<file path="config.mk">
export PLATFORM = sky130hd
export DESIGN_NAME = sort_stream
export DESIGN_NICKNAME = d
export VERILOG_FILES = /design/src/rtl/sort_stream_pkg.sv /design/src/rtl/sort_stream_slot.sv /design/src/rtl/sort_stream.sv
export SDC_FILE = /design/constraint.sdc
export NUM_CORES = 1
export LEC_CHECK = 0
export BUFFER_PORTS_ARGS = -buffer_cell sky130_fd_sc_hd__buf_2
export CELL_PAD_IN_SITES_DETAIL_PLACEMENT = 0
export CELL_PAD_IN_SITES_GLOBAL_PLACEMENT = 1
export CORE_MARGIN = 2
export CORE_UTILIZATION = 47
export CTS_BUF_LIST = sky130_fd_sc_hd__clkbuf_8
export DETAILED_ROUTE_END_ITERATION = 16
export PLACE_DENSITY = 0.77
export REMOVE_ABC_BUFFERS = 1
export SYNTH_ARGS = -nofsm -noshare
export SYNTH_HDL_FRONTEND = slang
export SYNTH_SLANG_ARGS = --single-unit
</file>
<file path="constraint.sdc">
create_clock -name clock -period 6.4 [get_ports clock]
set_input_delay 0 -clock clock [delete_from_list [all_inputs] [get_ports clock]]
set_output_delay 0 -clock clock [all_outputs]
set_load 0.03 [all_outputs]
</file>
<file path="src/rtl/sort_stream_pkg.sv">
// Shared types and the key-ordering helper for the sort_stream packet sorter.
package sort_stream_pkg;

    typedef enum logic [1:0] {StIdle, StLoad, StDrain} state_e;

    localparam int unsigned MaxKeyWidth = 32;

    // True when a stored key stays ahead of an incoming key; ties keep arrival order.
    function automatic logic key_stays_ahead(input logic [MaxKeyWidth-1:0] slot_key,
                                             input logic [MaxKeyWidth-1:0] new_key,
                                             input logic                   desc);
        return desc ? (slot_key >= new_key) : (slot_key <= new_key);
    endfunction

endpackage

</file>
<file path="src/rtl/sort_stream_slot.sv">
// One storage slot of the sorter: clear, write new beat, or shift in the lower neighbour.
module sort_stream_slot #(
    parameter int unsigned WIDTH = 17
) (
    input  logic             clock,
    input  logic             reset_n,
    input  logic [WIDTH-1:0] prev_slot,
    input  logic [WIDTH-1:0] new_slot,
    input  logic             shift,
    input  logic             write,
    input  logic             clear,
    output logic [WIDTH-1:0] slot
);

    logic [WIDTH-1:0] slot_q;

    always_ff @(posedge clock or negedge reset_n) begin
        if (!reset_n) begin
            slot_q <= '0;
        end else if (clear) begin
            slot_q <= '0;
        end else if (write) begin
            slot_q <= new_slot;
        end else if (shift) begin
            slot_q <= prev_slot;
        end
    end

    assign slot = slot_q;

endmodule

</file>
<file path="src/rtl/sort_stream.sv">
// Single-packet insertion sorter with sop/eop framing and src backpressure.
// Optional src_err overflow flag enabled by defining SORT_STREAM_ERR_EN.
module sort_stream
    import sort_stream_pkg::*;
#(
    parameter int unsigned KEY_WIDTH  = 8,
    parameter int unsigned DATA_WIDTH = 8,
    parameter int unsigned MAX_LENGTH = 16
) (
    input  logic                  clock,
    input  logic                  reset_n,
    output logic                  snk_ready,
    input  logic                  snk_valid,
    input  logic                  snk_sop,
    input  logic                  snk_eop,
    input  logic [KEY_WIDTH-1:0]  snk_key,
    input  logic [DATA_WIDTH-1:0] snk_data,
    input  logic                  sort_desc,
    input  logic                  src_ready,
    output logic                  src_valid,
    output logic                  src_sop,
    output logic                  src_eop,
    output logic [KEY_WIDTH-1:0]  src_key,
`ifdef SORT_STREAM_ERR_EN
    output logic                  src_err,
`endif
    output logic [DATA_WIDTH-1:0] src_data
);

    localparam int unsigned CW = $clog2(MAX_LENGTH + 1);
    localparam int unsigned SW = 1 + KEY_WIDTH + DATA_WIDTH;

    typedef struct packed {
        logic                  valid;
        logic [KEY_WIDTH-1:0]  key;
        logic [DATA_WIDTH-1:0] data;
    } slot_t;

    state_e          state_q, state_d;
    logic [CW-1:0]   count_q, count_d;
    logic [CW-1:0]   rd_q, rd_d;
    logic            desc_q;
    slot_t           slots [MAX_LENGTH];
    slot_t           new_slot;
    logic [MAX_LENGTH-1:0] stays, prev_stays, write, shift;
    logic            accept, xfer, insert, desc_eff, drain_done;

    assign accept     = snk_valid & snk_ready;
    assign xfer       = src_valid & src_ready;
    assign drain_done = xfer & src_eop;
    assign insert     = accept & ((state_q != StIdle) | snk_sop) & (count_q < CW'(MAX_LENGTH));
    assign desc_eff   = (state_q == StIdle) ? sort_desc : desc_q;
    assign new_slot   = '{valid: 1'b1, key: snk_key, data: snk_data};

    // Kept slots form a prefix; the first non-kept slot takes the new beat, the rest shift up.
    always_comb begin
        stays = '0;
        for (int i = 0; i < MAX_LENGTH; i++) begin
            stays[i] = slots[i].valid &
                       key_stays_ahead(MaxKeyWidth'(slots[i].key), MaxKeyWidth'(snk_key), desc_eff);
        end
        prev_stays = {stays[MAX_LENGTH-2:0], 1'b1};
        write      = insert ? (~stays & prev_stays) : '0;
        shift      = insert ? (~stays & ~prev_stays) : '0;
    end

    for (genvar g = 0; g < MAX_LENGTH; g++) begin : g_slot
        logic [SW-1:0] prev_vec;
        if (g == 0) begin : g_first
            assign prev_vec = '0;
        end else begin : g_rest
            assign prev_vec = slots[g-1];
        end
        sort_stream_slot #(
            .WIDTH(SW)
        ) u_slot (
            .clock    (clock),
            .reset_n  (reset_n),
            .prev_slot(prev_vec),
            .new_slot (new_slot),
            .shift    (shift[g]),
            .write    (write[g]),
            .clear    (drain_done),
            .slot     (slots[g])
        );
    end

    always_ff @(posedge clock or negedge reset_n) begin
        if (!reset_n) begin
            state_q <= StIdle;
            count_q <= '0;
            rd_q    <= '0;
            desc_q  <= 1'b0;
        end else begin
            state_q <= state_d;
            count_q <= count_d;
            rd_q    <= rd_d;
            if (state_q == StIdle && accept && snk_sop) desc_q <= sort_desc;
        end
    end

    always_comb begin
        count_d = count_q;
        rd_d    = rd_q;
        if (drain_done) begin
            count_d = '0;
            rd_d    = '0;
        end else begin
            if (insert) count_d = count_q + CW'(1);
            if (xfer)   rd_d    = rd_q + CW'(1);
        end
    end

    always_comb begin
        state_d = state_q;
        unique case (state_q)
            StIdle:  if (accept && snk_sop) state_d = snk_eop ? StDrain : StLoad;
            StLoad:  if (accept && snk_eop) state_d = StDrain;
            StDrain: if (drain_done)        state_d = StIdle;
            default: state_d = StIdle;
        endcase
    end

    always_comb begin
        snk_ready = (state_q != StDrain);
        src_valid = (state_q == StDrain);
        src_sop   = src_valid & (rd_q == '0);
        src_eop   = src_valid & (rd_q == count_q - CW'(1));
        src_key   = '0;
        src_data  = '0;
        for (int i = 0; i < MAX_LENGTH; i++) begin
            if (src_valid && rd_q == CW'(i)) begin
                src_key  = slots[i].key;
                src_data = slots[i].data;
            end
        end
    end

`ifdef SORT_STREAM_ERR_EN
    logic overflow_q;

    always_ff @(posedge clock or negedge reset_n) begin
        if (!reset_n) begin
            overflow_q <= 1'b0;
        end else if (drain_done) begin
            overflow_q <= 1'b0;
        end else if (state_q == StLoad && accept && count_q == CW'(MAX_LENGTH)) begin
            overflow_q <= 1'b1;
        end
    end

    assign src_err = src_eop & overflow_q;
`endif

endmodule

</file>
Yosys cells after proc, flatten, opt, wreduce, memory -nomap -nowiden
Index checks and enable logic that the tools add are counted.
{"block": "word_totals", "reg_bits": 285, "latchBits": 0, "ramBits": 0, "romBits": 0, "inputBits": 23, "output_inout_bits": 20, "word_cells": 256, "memories": 0}
{"block": "classes", "n_addsub": 3, "multipliers": 0, "n_div": 0, "order_cmp": 33, "eq_ne": 22, "n_shift": 0, "muxes": 108, "bitwise": 28, "reduce_logical": 42}
{"operator": "$mux 17", "n": 48}
{"operator": "$mux 8", "n": 32}
{"operator": "$ge 8x8->1", "n": 16}
{"operator": "$le 8x8->1", "n": 16}
{"operator": "$reduce_bool 3->1", "n": 16}
{"operator": "$eq 5x4->1 const B", "n": 8}
{"operator": "$and 16x16->16", "n": 2}
{"operator": "$mux 16", "n": 2}
{"operator": "$not 16->16", "n": 2}
{"operator": "$and 1x1->1", "n": 23}
{"operator": "$eq 5x3->1 const B", "n": 4}
{"operator": "$logic_and 1x1->1", "n": 20}
{"operator": "$mux 5", "n": 4}
{"operator": "$mux 1", "n": 17}
{"operator": "$add 5x1->5 const B", "n": 2}
{"operator": "$eq 5x2->1 const B", "n": 2}
{"operator": "$mux 2", "n": 4}
{"operator": "$pmux 2 s3", "n": 1}
{"operator": "$reduce_bool 2->1", "n": 3}
{"operator": "$eq 5x1->1 const B", "n": 1}
{"operator": "$eq 5x5->1", "n": 1}
{"operator": "$logic_not 5->1", "n": 1}
{"operator": "$lt 5x5->1 const B", "n": 1}
{"operator": "$sub 5x1->5 const B", "n": 1}
{"operator": "7 further kinds", "n": 9}

Logic depth before layout (Yosys ltp)
Gate-level depths: netlist of the first run.
{"block": "logic_depth", "word_depth": 18, "depth_mapped": 13, "ltp_nobuf": 9}

Hierarchy
From an unflattened synthesis of the first run, not the netlist that was laid out.
{"block": "hier_totals", "cells_unflattened": 2115, "hier_area_um2": 20887.5}
{"module": "sort_stream_slot", "n_inst": 16, "cells_each": 75, "area_per_inst_um2": 887.1, "seq_area_each_um2": 425.4}
{"module": "sort_stream", "n_inst": 1, "cells_each": 915, "area_per_inst_um2": 6693.9, "seq_area_each_um2": 325.3}

Worst setup path before layout of the first run
No wires, ideal clock.
{"block": "synth_path", "path_kind": "reg-to-reg", "start": "register state_q[0]", "end": "register g_slot[12].u_slot.slot_q[12]", "setup_time_ns": 0.121, "arrival_time_ns": 2.755, "t_required_ns": 6.279, "setup_slack_ns": 3.524, "path_stages_with_launch": 11, "path_buffers": 3, "synth_period_minus_slack_ns": 2.876, "cell_sequence": "dfrtp_1 > buf_2 > nand2b_1 > clkinv_1 > nand4_1 > nor3_2 > nand3_1 > clkbuf_1 > clkbuf_1 > a21oi_1 > a21oi_1"}
{"block": "synth_between", "word_cells_on_any_way": 25, "cone_classes": "eq/ne (2); mux (7); bitwise (13); reduce/logical (3)"}
{"item": "start, declared", "line_no": "sort_stream.sv:39", "rtl": "state_e state_q, state_d;"}
{"item": "start signal, assigned", "line_no": "sort_stream.sv:90", "rtl": "state_q <= StIdle;"}
{"item": "start signal, assigned", "line_no": "sort_stream.sv:95", "rtl": "state_q <= state_d;"}
{"item": "$ne 2x2->1 (*)", "line_no": "sort_stream.sv:125", "rtl": "snk_ready = (state_q != StDrain);"}
{"item": "net snk_ready", "line_no": "sort_stream.sv:12", "rtl": "output logic snk_ready,"}
{"item": "$and 1x1->1 (*)", "line_no": "sort_stream.sv:48", "rtl": "assign accept = snk_valid & snk_ready;"}
{"item": "$and 1x1->1 (*) (2 in a row)", "line_no": "sort_stream.sv:51", "rtl": "assign insert = accept & ((state_q != StIdle) | snk_sop) & (count_q < CW'(MAX_LENGTH));"}
{"item": "$mux 16", "line_no": "sort_stream.sv:63", "rtl": "write = insert ? (~stays & prev_stays) : '0;"}
{"item": "$mux 17", "line_no": "sort_stream_slot.sv:22", "rtl": "end else if (write) begin"}
{"item": "$mux 17", "line_no": "sort_stream_slot.sv:20", "rtl": "end else if (clear) begin"}
{"item": "end signal, assigned", "line_no": "sort_stream_slot.sv:23", "rtl": "slot_q <= new_slot;"}
{"item": "end signal, assigned", "line_no": "sort_stream_slot.sv:25", "rtl": "slot_q <= prev_slot;"}
{"item": "end, declared", "line_no": "sort_stream_slot.sv:15", "rtl": "logic [WIDTH-1:0] slot_q;"}
The timed path passes the listed nets; every way through them passes the cells marked *.
A chain may end at the register's enable or synchronous reset.

Worst setup path after layout of the first run
{"block": "layout_path", "start": "register rd_q[0]", "end": "output src_data[7]"}
{"block": "layout_between", "elab_chain_cells": 18, "word_cells_on_any_way": 48, "cone_classes": "eq/ne (15); mux (16); reduce/logical (17)"}
{"item": "start, declared", "line_no": "sort_stream.sv:41", "rtl": "logic [CW-1:0] rd_q, rd_d;"}
{"item": "start signal, assigned", "line_no": "sort_stream.sv:97", "rtl": "rd_q <= rd_d;"}
{"item": "$logic_not 5->1", "line_no": "sort_stream.sv:132", "rtl": "if (src_valid && rd_q == CW'(i)) begin"}
{"item": "$logic_and 1x1->1", "line_no": "sort_stream.sv:132"}
{"item": "$mux 8 (15 in a row)", "line_no": "sort_stream.sv:132"}
{"item": "$mux 8 (*)", "line_no": "sort_stream.sv:132"}
{"item": "end, declared", "line_no": "sort_stream.sv:27", "rtl": "output logic [DATA_WIDTH-1:0] src_data"}
Mark *: on every way between the ends. The rest lies on a longest branch, timed or not.

==> results.sh, run 1 <==
export IMPL_avgSynthCellArea_sq_um=9.53
export IMPL_cts_made_buffers=53
export IMPL_wirelength_um=68000
export IMPL_die_area_sq_um=44800
export IMPL_grt_overflow=0
export IMPL_firstDrtPassIters=5
export IMPL_root_buffer="clkbuf_8"
export IMPL_timing_setup_tns_ps=0
export IMPL_top_usage_layer="met2"
export IMPL_htreeDepth=2
export IMPL_yosys_area_top_type="dfrtp_1"
export IMPL_yosys_warnings=0
export IMPL_ant_nets=0
export IMPL_ys_types=84
export IMPL_die_x_um=212
export IMPL_antenna_cells=0
export IMPL_slew_viol_final=0
export IMPL_track_usage=0.308
export IMPL_drcViolationCount=0
export IMPL_final_period_utilization=0.736
export IMPL_clk_pin_slew_ps=60
export IMPL_holdCritPathClass="in2async"
export IMPL_ir_worst_vdd_v=0.000224
export IMPL_grt_start_max_net_pins=184
export IMPL_clk_latency_ps=670
export IMPL_critPathKind="reg2out"
export IMPL_grt_pass1_vias=17400
export IMPL_use_met1=0.440
export IMPL_fp_dieH_um=212
export IMPL_ios=43
export IMPL_skew_ps=23.7
export IMPL_grt_antenna_before_repair=1
export IMPL_layout_drive_gt1_share=0.0983
export IMPL_synthCells=2128
export IMPL_finalCriticalPeriod_ps=4710
export IMPL_cp_arrival_ps=4710
export IMPL_netlist_area_leader_share=0.352
export IMPL_routedWlPerCell_um=24.9
export IMPL_tritoncts="done"
export IMPL_num_vias=17400
export IMPL_worstMarginPinSlew_ps=1250
export IMPL_finalHoldViolations=3
export IMPL_ys_ff_latch=285
export IMPL_syn_area_sq_um=20300
export IMPL_reg2reg_slack_ps=2110
export IMPL_status="complete, but fails checks"
export IMPL_violations="negative hold slack"
export IMPL_grtUsageMet2=0.464
export IMPL_final_setup_viol_count=0
export IMPL_post_cts_setup_buffers=0
export IMPL_max_freq_mhz=212
export IMPL_io_buffers=42
export IMPL_rsz0062_at_grt="false"
export IMPL_synthArstFlopShare=1.00
export IMPL_maxSlewHeadroom=0.167
export IMPL_crit_required_ps=6400
export IMPL_finalPower_mw=11.6
export IMPL_power_density_nw_per_um2=526
export IMPL_drt_iter0_drc=1821
export IMPL_fin_hold_ws_ps=-2.01
export IMPL_gp_congestion=0.943
export IMPL_clock_sink_count=285
export IMPL_synth_main_ff_cell="dfrtp_1"
export IMPL_use_met3=0.0504
export IMPL_maxCapViolCount=0
export IMPL_nets=2306
export IMPL_clockBufferDepth=3
export IMPL_grt_pass1_wl_um=106000
export IMPL_start_util=0.474
export IMPL_core_area_sq_um=42800
export IMPL_synthTopCellsByArea="dfrtp_1 (35%), mux2i_1 (21%), ha_1 (8.3%)"
export IMPL_rows=76
export IMPL_syn2layout_area_growth_pct=9.18
export IMPL_critPathMaxFanout=12
export IMPL_critPathLaunchType="flop"
export IMPL_p_leak_nw=10.6
export IMPL_end_kind="primary output"
export IMPL_post_drt_via_cell_ratio=6.36
export IMPL_ys_seq_area_frac=0.352
export IMPL_place_hpwl_um=46100
export IMPL_synth_edff_count=0
layer usage:
metal  routed length [um]  part of all wire  vias to the layer above
li1                     -                 -                     7886
met5                   13           0.00019                        -
met3                 4900             0.072                      171
met4                 2560             0.038                        2
met2                29400              0.43                      733
met1                31100              0.46                     8598
report_power, final:
group / switching (mW) / internal, mW
Sequential: 1.00 / 2.65
Combinational: 3.58 / 2.59
Clock: 0.860 / 0.966
Total: 5.44 / 6.20
per-stage QoR:
step | std cells | utilization | worst slack [ps] | hold WS (ps) | instance area (sq um)
global placement | 2614 | 0.486 | 2270 | 132 | 20800
global route | 2733 | 0.517 | 1550 | 76.0 | 22100
detailed placement | 2614 | 0.486 | 2140 | 128 | 20800
CTS | 2733 | 0.517 | 1880 | 1.18 | 22100
finish | 2733 | 0.517 | 1690 | -2.01 | 22100
floorplan | 1979 | - | -1420 | -296 | 19400
kinds of logic (layout without fill, tap and decap cells):
family                     after synthesis  count (layout)  share of synthesized area
adders and majority gates              135             135                     0.0833
and+or+nand+nor                        585             585                      0.130
muxes                                  442             442                      0.220
buffers and inverters                  202             261                     0.0516
DFF                                    285             285                      0.352
xor gates and xnor gates                 8               8                    0.00346
AOI/OAI and AO/OA                      471             471                      0.160
worst max-delay path, stage by stage (launching register included):
cell and delay [ps]:
dfrtp_1 440, inv_1 140, ha_1 610, nand2b_1 340, nor2_2 710, a221o_1 270, o21ai_1 70, a211oi_1 750
o21ai_1 240, a31oi_1 220, buf_2 220
sequential cells by signal (all words and copies together) (netlist names):
name and flops:
count_q 5, desc_q 1, g_slot.u_slot.slot 272, rd_q 5, state_q 2
cell usage in the layout, fill, tap and decap left out, types with 6 or more instances in the layout:
| cell | synthesis | layout |
|---|---|---|
| o21a_1 | 14 | 14 |
| o22ai_1 | 19 | 19 |
| o211ai_1 | 16 | 16 |
| nand3_1 | 62 | 61 |
| clkinv_2 | 0 | 6 |
| and2_1 | 10 | 10 |
| dlygate4sd3_1 | 0 | 25 |
| and3_1 | 11 | 11 |
| nand2_1 | 323 | 323 |
| a22o_1 | 13 | 13 |
| o221ai_1 | 7 | 7 |
| o21ai_0 | 92 | 92 |
| a211o_1 | 8 | 8 |
| nor2_1 | 76 | 76 |
| inv_1 | 52 | 68 |
| nor3_1 | 14 | 13 |
| a21oi_1 | 93 | 92 |
| a211oi_1 | 22 | 18 |
| buf_2 | 24 | 41 |
| ha_1 | 135 | 135 |
| buf_4 | 17 | 45 |
| a21o_1 | 23 | 23 |
| a221o_1 | 23 | 23 |
| mux2i_1 | 435 | 435 |
| a31oi_1 | 42 | 42 |
| o21ai_1 | 7 | 7 |
| dfrtp_1 | 285 | 285 |
| o31ai_1 | 9 | 8 |
| a221oi_1 | 25 | 25 |
| nand3b_1 | 9 | 9 |
| nand4_1 | 23 | 23 |
| a22oi_1 | 7 | 7 |
| clkbuf_8 | 0 | 69 |
| nor2b_1 | 13 | 13 |
| nand2b_1 | 15 | 15 |
what timing repair did:
item / 4_1_cts / 5_1_grt
hold buffers: 25 / 0
endpoints found under the hold margin: 346 / 0
gates resized for setup: 0 / 0
path summary, 6_finish.rpt:
check,startpoint,cells after the start,end
max,rd_q[0],10,src_data[7]
min,reset_n,2,g_slot[14].u_slot.slot[11]
max reg2reg,state_q[1],7,g_slot[9].u_slot.slot[14]
min reg2reg,g_slot[14].u_slot.slot[1],2,g_slot[14].u_slot.slot[1]
max in group asynchronous,reset_n,3,g_slot[0].u_slot.slot[1]
min in group clock,src_ready,4,rd_q[1]
cell usage after synthesis, drive strengths merged (16+ instances only):
library cell    n
inv            52
a21oi          98
a21o           23
nand3          62
clkbuf         77
a221o          23
nand4          23
mux2i         438
nand2         323
nor2           79
buf            72
o211ai         16
dfrtp         285
o21ai         100
nor3           17
ha            135
o22ai          21
a211oi         22
a31oi          42
a221oi         25
final cells by class:
| class | instances | area [sq um] |
|---|---|---|
| Fill cell | 4007 | 20600 |
| Multi-Input combinational cell | 1641 | 12200 |
| Sequential cell | 285 | 7130 |
| Clock buffer | 69 | 950 |
| Timing Repair Buffer | 114 | 848 |
| Tap cell | 546 | 683 |
| Inverter | 53 | 199 |
| Clock inverter | 25 | 125 |
(Power assumes the default switching activity.)
==> run 2: changes to the inputs <==
==> constraint.sdc (replaced) <==
create_clock -name clock -period 4.5 [get_ports clock]
set_input_delay 0 -clock clock [delete_from_list [all_inputs] [get_ports clock]]
set_output_delay 0 -clock clock [all_outputs]
set_load 0.03 [all_outputs]
==> run 2 against run 1 <==
Effect of this change: the run now ends clean; final area up 0.66%; setup slack got worse by 1100 ps; sequential power up 39%; routed wire length is 6.3% lower; largest power group unchanged; total power rose by 39%; non-clock buffer count rose by 27; register-to-register slack got worse by 670 ps; sequential share of layout area shrank 0.21 points; combinational power is 40% higher; flip-flop and latch count stayed put.
==> results.sh, run 2 (synthesis gave the netlist of run 1 again) <==
export IMPL_status="finished clean"
export IMPL_multi_input_area_sq_um=12200
export IMPL_layout_common_cells="mux2i_1 (435), nand2_1 (323), dfrtp_1 (285)"
export IMPL_holdCritPathClass="in2reg"
export IMPL_htreeDepth=2
export IMPL_post_cts_setup_buffers=0
export IMPL_placedCellCount=2641
export IMPL_final_cell_area_sq_um=22300
export IMPL_skew_ps=22.0
export IMPL_num_vias=17100
export IMPL_max_freq_mhz=253
export IMPL_end_kind="primary output"
export IMPL_clk_pin_slew_ps=60
export IMPL_nFillCells=4028
export IMPL_gp_congestion=0.858
export IMPL_wirelength_um=63700
export IMPL_slew_viol_final=0
export IMPL_final_period_utilization=0.879
export IMPL_rows=76
export IMPL_critPathLaunchType="flop"
export IMPL_grt_antenna_before_repair=0
export IMPL_clock_sink_count=285
export IMPL_cts_made_buffers=54
export IMPL_routedWlPerCell_um=23.1
export IMPL_io_buffers=42
export IMPL_ir_worst_vdd_v=0.000780
export IMPL_drcViolationCount=0
export IMPL_p_leak_nw=10.8
export IMPL_stdcell_count=2757
export IMPL_critPathKind="reg2out"
export IMPL_grt_pass1_vias=17600
export IMPL_worstMarginPinSlew_ps=1010
export IMPL_cp_arrival_ps=3960
export IMPL_maxCapViolCount=0
export IMPL_track_usage=0.289
export IMPL_clk_latency_ps=670
export IMPL_grt_pass1_wl_um=101000
export IMPL_post_drt_via_cell_ratio=6.19
export IMPL_maxSlewHeadroom=0.325
export IMPL_firstDrtPassIters=5
export IMPL_layout_drive_gt1_share=0.105
export IMPL_root_buffer="clkbuf_8"
export IMPL_die_area_sq_um=44800
export IMPL_final_common_cell="mux2i_1"
export IMPL_grt_start_max_net_pins=123
export IMPL_antenna_cells=0
export IMPL_crit_required_ps=4500
export IMPL_fp_dieH_um=212
export IMPL_ant_nets=0
export IMPL_drt_iter0_drc=1069
export IMPL_finalHoldViolations=0
export IMPL_nets=2334
export IMPL_largest_reg_flops=272
export IMPL_regArea_sq_um=7130
export IMPL_critPathMaxFanout=13
export IMPL_place_hpwl_um=46200
export IMPL_hold_buffers=25
export IMPL_placed_area_sq_um=21000
export IMPL_post_cts_resized=0
export IMPL_tritoncts="done"
export IMPL_start_util=0.474
export IMPL_finalCriticalPeriod_ps=3960
export IMPL_power_density_nw_per_um2=726
export IMPL_core_area_sq_um=42800
export IMPL_rsz0062_at_grt="false"
export IMPL_syn2layout_area_growth_pct=9.90
export IMPL_final_setup_viol_count=0
export IMPL_clockBufferDepth=3
export IMPL_ios=43
export IMPL_die_x_um=212
export IMPL_grt_overflow=0
[run 2: cell count changes in the layout (fill, tap and decap cells not counted), sizes merged]
| cell | before | now |
|---|---|---|
| buf | 89 | 117 |
| inv | 70 | 78 |
| clkbuf | 69 | 64 |
| clkinv | 7 | 2 |
| clkinvlp | 1 | 0 |
| dlygate4sd3 | 25 | 24 |
[run 2: final timing paths]
path                                           start                         end  slack (ps)  cells after the start
max                                          rd_q[2]                 src_data[7]         540                      8
min                                        snk_valid                  count_q[1]          30                      5
max reg2reg                               count_q[0]  g_slot[15].u_slot.slot[10]        1440                      9
min reg2reg                g_slot[14].u_slot.slot[5]   g_slot[14].u_slot.slot[5]         500                      2
max in group asynchronous                    reset_n   g_slot[5].u_slot.slot[10]        3810                      3
min in group asynchronous                    reset_n  g_slot[15].u_slot.slot[16]          40                      3
[run 2: cell type report]
cell class | instances | area share
multi-input cells | 1641 | 0.547
flip-flops and latches | 285 | 0.320
repair buffers | 141 | 0.0485
clock buffers | 64 | 0.0395
well taps | 546 | 0.0307
inverters | 53 | 0.00893
clock inverters | 27 | 0.00516
[run 2: critical path, cell delays in order, from the launching register on]
cell	delay [ps]
dfrtp_1	510
or4b_1	790
nor2_2	560
a221o_1	250
o21ai_1	70
a211oi_1	440
o21ai_1	200
a31oi_1	240
buf_2	240
[run 2: through the flow]
stage                     utilization  power [mW]  hold WS (ps)  setup slack [ps]  TNS [ps]
final                           0.521        16.2          33.2               543         0
after global routing            0.521        17.4          42.8               367         0
after CTS                       0.521        16.2          5.84               584         0
after detailed placement        0.491        13.7          53.7              1290         0
after global placement          0.491        13.3          44.1              1310         0
after floorplan                     -        11.1          -296             -3320   -788400
[run 2: per-layer routing]
layer  track usage  part of all wire  up-vias
met4         0.114             0.037        0
met2         0.499              0.49      510
met5             0                 0        -
met1         0.364              0.43     8494
met3        0.0438             0.046      146
li1              -                 -     7904
[run 2: report_power, final]
group          switching (mW)  internal (mW)
combinational            4.91           3.73
sequential               1.33           3.77
clock                    1.17           1.27
total                    7.41           8.77
==> run 3: changes to the inputs <==
--- a/config.mk
+++ b/config.mk
@@ -5,7 +5,7 @@
 export SDC_FILE = /design/constraint.sdc
 export NUM_CORES = 1
 export LEC_CHECK = 0
-export BUFFER_PORTS_ARGS = -buffer_cell sky130_fd_sc_hd__buf_2
+export BUFFER_PORTS_ARGS = -buffer_cell sky130_fd_sc_hd__buf_4
 export CELL_PAD_IN_SITES_DETAIL_PLACEMENT = 0
 export CELL_PAD_IN_SITES_GLOBAL_PLACEMENT = 1
 export CORE_MARGIN = 2
==> run 3 against run 2 <==
Effect of this change: the run now ends with negative hold slack left; via count shrank 0.55%; total power grew 1.5%; sequential power is essentially flat; hold slack lost 110 ps; core utilization grew 0.27 points; die area is the same; flip-flop and latch count is the same; critical path type unchanged; critical endpoint unchanged; largest cell class unchanged.
==> results.sh, run 3 (synthesis gave the netlist of run 1 again) <==
export IMPL_post_drt_via_cell_ratio=6.17
export IMPL_reg2reg_slack_ps=1260
export IMPL_firstDrtPassIters=6
export IMPL_maxCapViolCount=0
export IMPL_ir_worst_vdd_v=0.000731
export IMPL_final_setup_viol_count=0
export IMPL_stdcell_count=2748
export IMPL_ant_nets=0
export IMPL_die_x_um=212
export IMPL_grt_overflow=0
export IMPL_fin_hold_ws_ps=-78.4
export IMPL_layout_drive_gt1_share=0.106
export IMPL_fp_dieH_um=212
export IMPL_worstMarginPinSlew_ps=1080
export IMPL_maxSlewHeadroom=0.278
export IMPL_routedWlPerCell_um=22.9
export IMPL_placed_area_sq_um=21100
export IMPL_max_freq_mhz=253
export IMPL_critPathMaxFanout=12
export IMPL_io_buffers=42
export IMPL_end_kind="primary output"
export IMPL_post_cts_resized=0
export IMPL_die_area_sq_um=44800
export IMPL_fin_ws_ps=552
export IMPL_place_ws_ps=1190
export IMPL_cp_common_cell="o21ai_1"
export IMPL_layout_common_cells="mux2i_1 (435), nand2_1 (323), dfrtp_1 (285)"
export IMPL_p_leak_nw=10.7
export IMPL_cts_made_buffers=53
export IMPL_core_area_sq_um=42800
export IMPL_finalHoldViolations=15
export IMPL_rsz0062_at_grt="false"
export IMPL_violations="negative hold slack"
export IMPL_grt_start_max_net_pins=121
export IMPL_final_common_cell="mux2i_1"
export IMPL_critPathKind="reg2out"
export IMPL_grt_antenna_before_repair=1
export IMPL_final_cell_area_sq_um=22400
export IMPL_drt_iter0_drc=1206
export IMPL_syn2layout_area_growth_pct=10.5
export IMPL_clk_latency_ps=670
export IMPL_place_hpwl_um=45100
export IMPL_root_buffer="clkbuf_8"
export IMPL_ios=43
export IMPL_cpPeakStageDelay_ps=810
export IMPL_tritoncts="done"
export IMPL_num_vias=17000
export IMPL_final_period_utilization=0.877
export IMPL_clockBufferDepth=3
export IMPL_clk_pin_slew_ps=60
export IMPL_cp_top_family="simple AND/OR/NAND/NOR gates"
export IMPL_timing_critical_path_buf_inv=1
export IMPL_finalCriticalPeriod_ps=3950
export IMPL_status="complete, but fails checks"
export IMPL_grt_pass1_vias=17500
export IMPL_clock_sink_count=285
export IMPL_drcViolationCount=0
export IMPL_largest_reg_flops=272
export IMPL_skew_ps=32.9
export IMPL_slew_viol_final=0
export IMPL_power_density_nw_per_um2=733
export IMPL_antenna_cells=0
export IMPL_htreeDepth=2
export IMPL_crit_slowest_cell="or4b_1"
export IMPL_start_util=0.474
export IMPL_placedCellCount=2636
export IMPL_track_usage=0.284
export IMPL_rows=76
export IMPL_holdCritPathClass="in2async"
export IMPL_crit_required_ps=4500
export IMPL_crit_path_cell_trace="or4b_1 -> nor2_2 -> a221o_1 -> o21ai_1 -> a211oi_1 -> o21ai_1 -> a31oi_1 -> buf_4"
export IMPL_wirelength_um=62900
export IMPL_cp_arrival_ps=3950
export IMPL_nets=2328
export IMPL_critPathLaunchType="flop"
export IMPL_gp_congestion=0.922
export IMPL_grt_pass1_wl_um=100000
run 3: changes by cell type in the layout (fill, tap and decap cells not counted):
cell	change
dlygate4sd3_1	+1
buf_12	+1
clkinv_2	+1
buf_2	-41
inv_1	-12
clkbuf_8	+7
buf_4	+35
buf_16	-1
run 3: where the power goes:
group          internal, mW  switching [mW]  leakage, nW
registers              3.77            1.30         3.56
logic                  3.81            4.97         6.60
clock network          1.39            1.18        0.593
run 3: what timing repair did:
item                      CTS  global route
hold endpoints to repair  360             0
hold buffers               25             0
setup buffers               0             0
run 3: cell type report:
cell class,instances,area [sq um]
tap,546,683
fill,3970,20400
clock inverter,16,75.1
sequential,285,7130
clock buffer,71,977
multi-input combinational,1641,12200
inverter,53,199
timing repair buffer,136,1140
run 3: metrics by stage:
step | util | power, mW | hold slack [ps] | setup TNS, ps
after floorplan | - | 11.1 | -296 | -788400
after global routing | 0.524 | 17.6 | 10.4 | 0
final | 0.524 | 16.4 | -78.4 | 0
after CTS | 0.524 | 16.4 | 2.79 | 0
after detailed placement | 0.493 | 13.8 | 99.3 | 0
after global placement | 0.493 | 13.4 | 97.5 | 0
run 3: path summary, 6_finish.rpt:
kind,endpoint,start,cells after the start
max in group asynchronous,g_slot[10].u_slot.slot[13],reset_n,3
max,src_data[7],state_q[0],8
min,g_slot[13].u_slot.slot[16],reset_n,2
min reg2reg,g_slot[14].u_slot.slot[3],g_slot[14].u_slot.slot[3],2
max reg2reg,g_slot[15].u_slot.slot[6],state_q[0],8
min in group clock,rd_q[1],src_ready,4
run 3: layer usage:
layer	up-vias	track usage	wire length (um)
met5	-	0	0
met4	0	0.103	2070
met3	151	0.0451	2980
met2	497	0.485	30800
met1	8418	0.365	27000
li1	7895	-	-
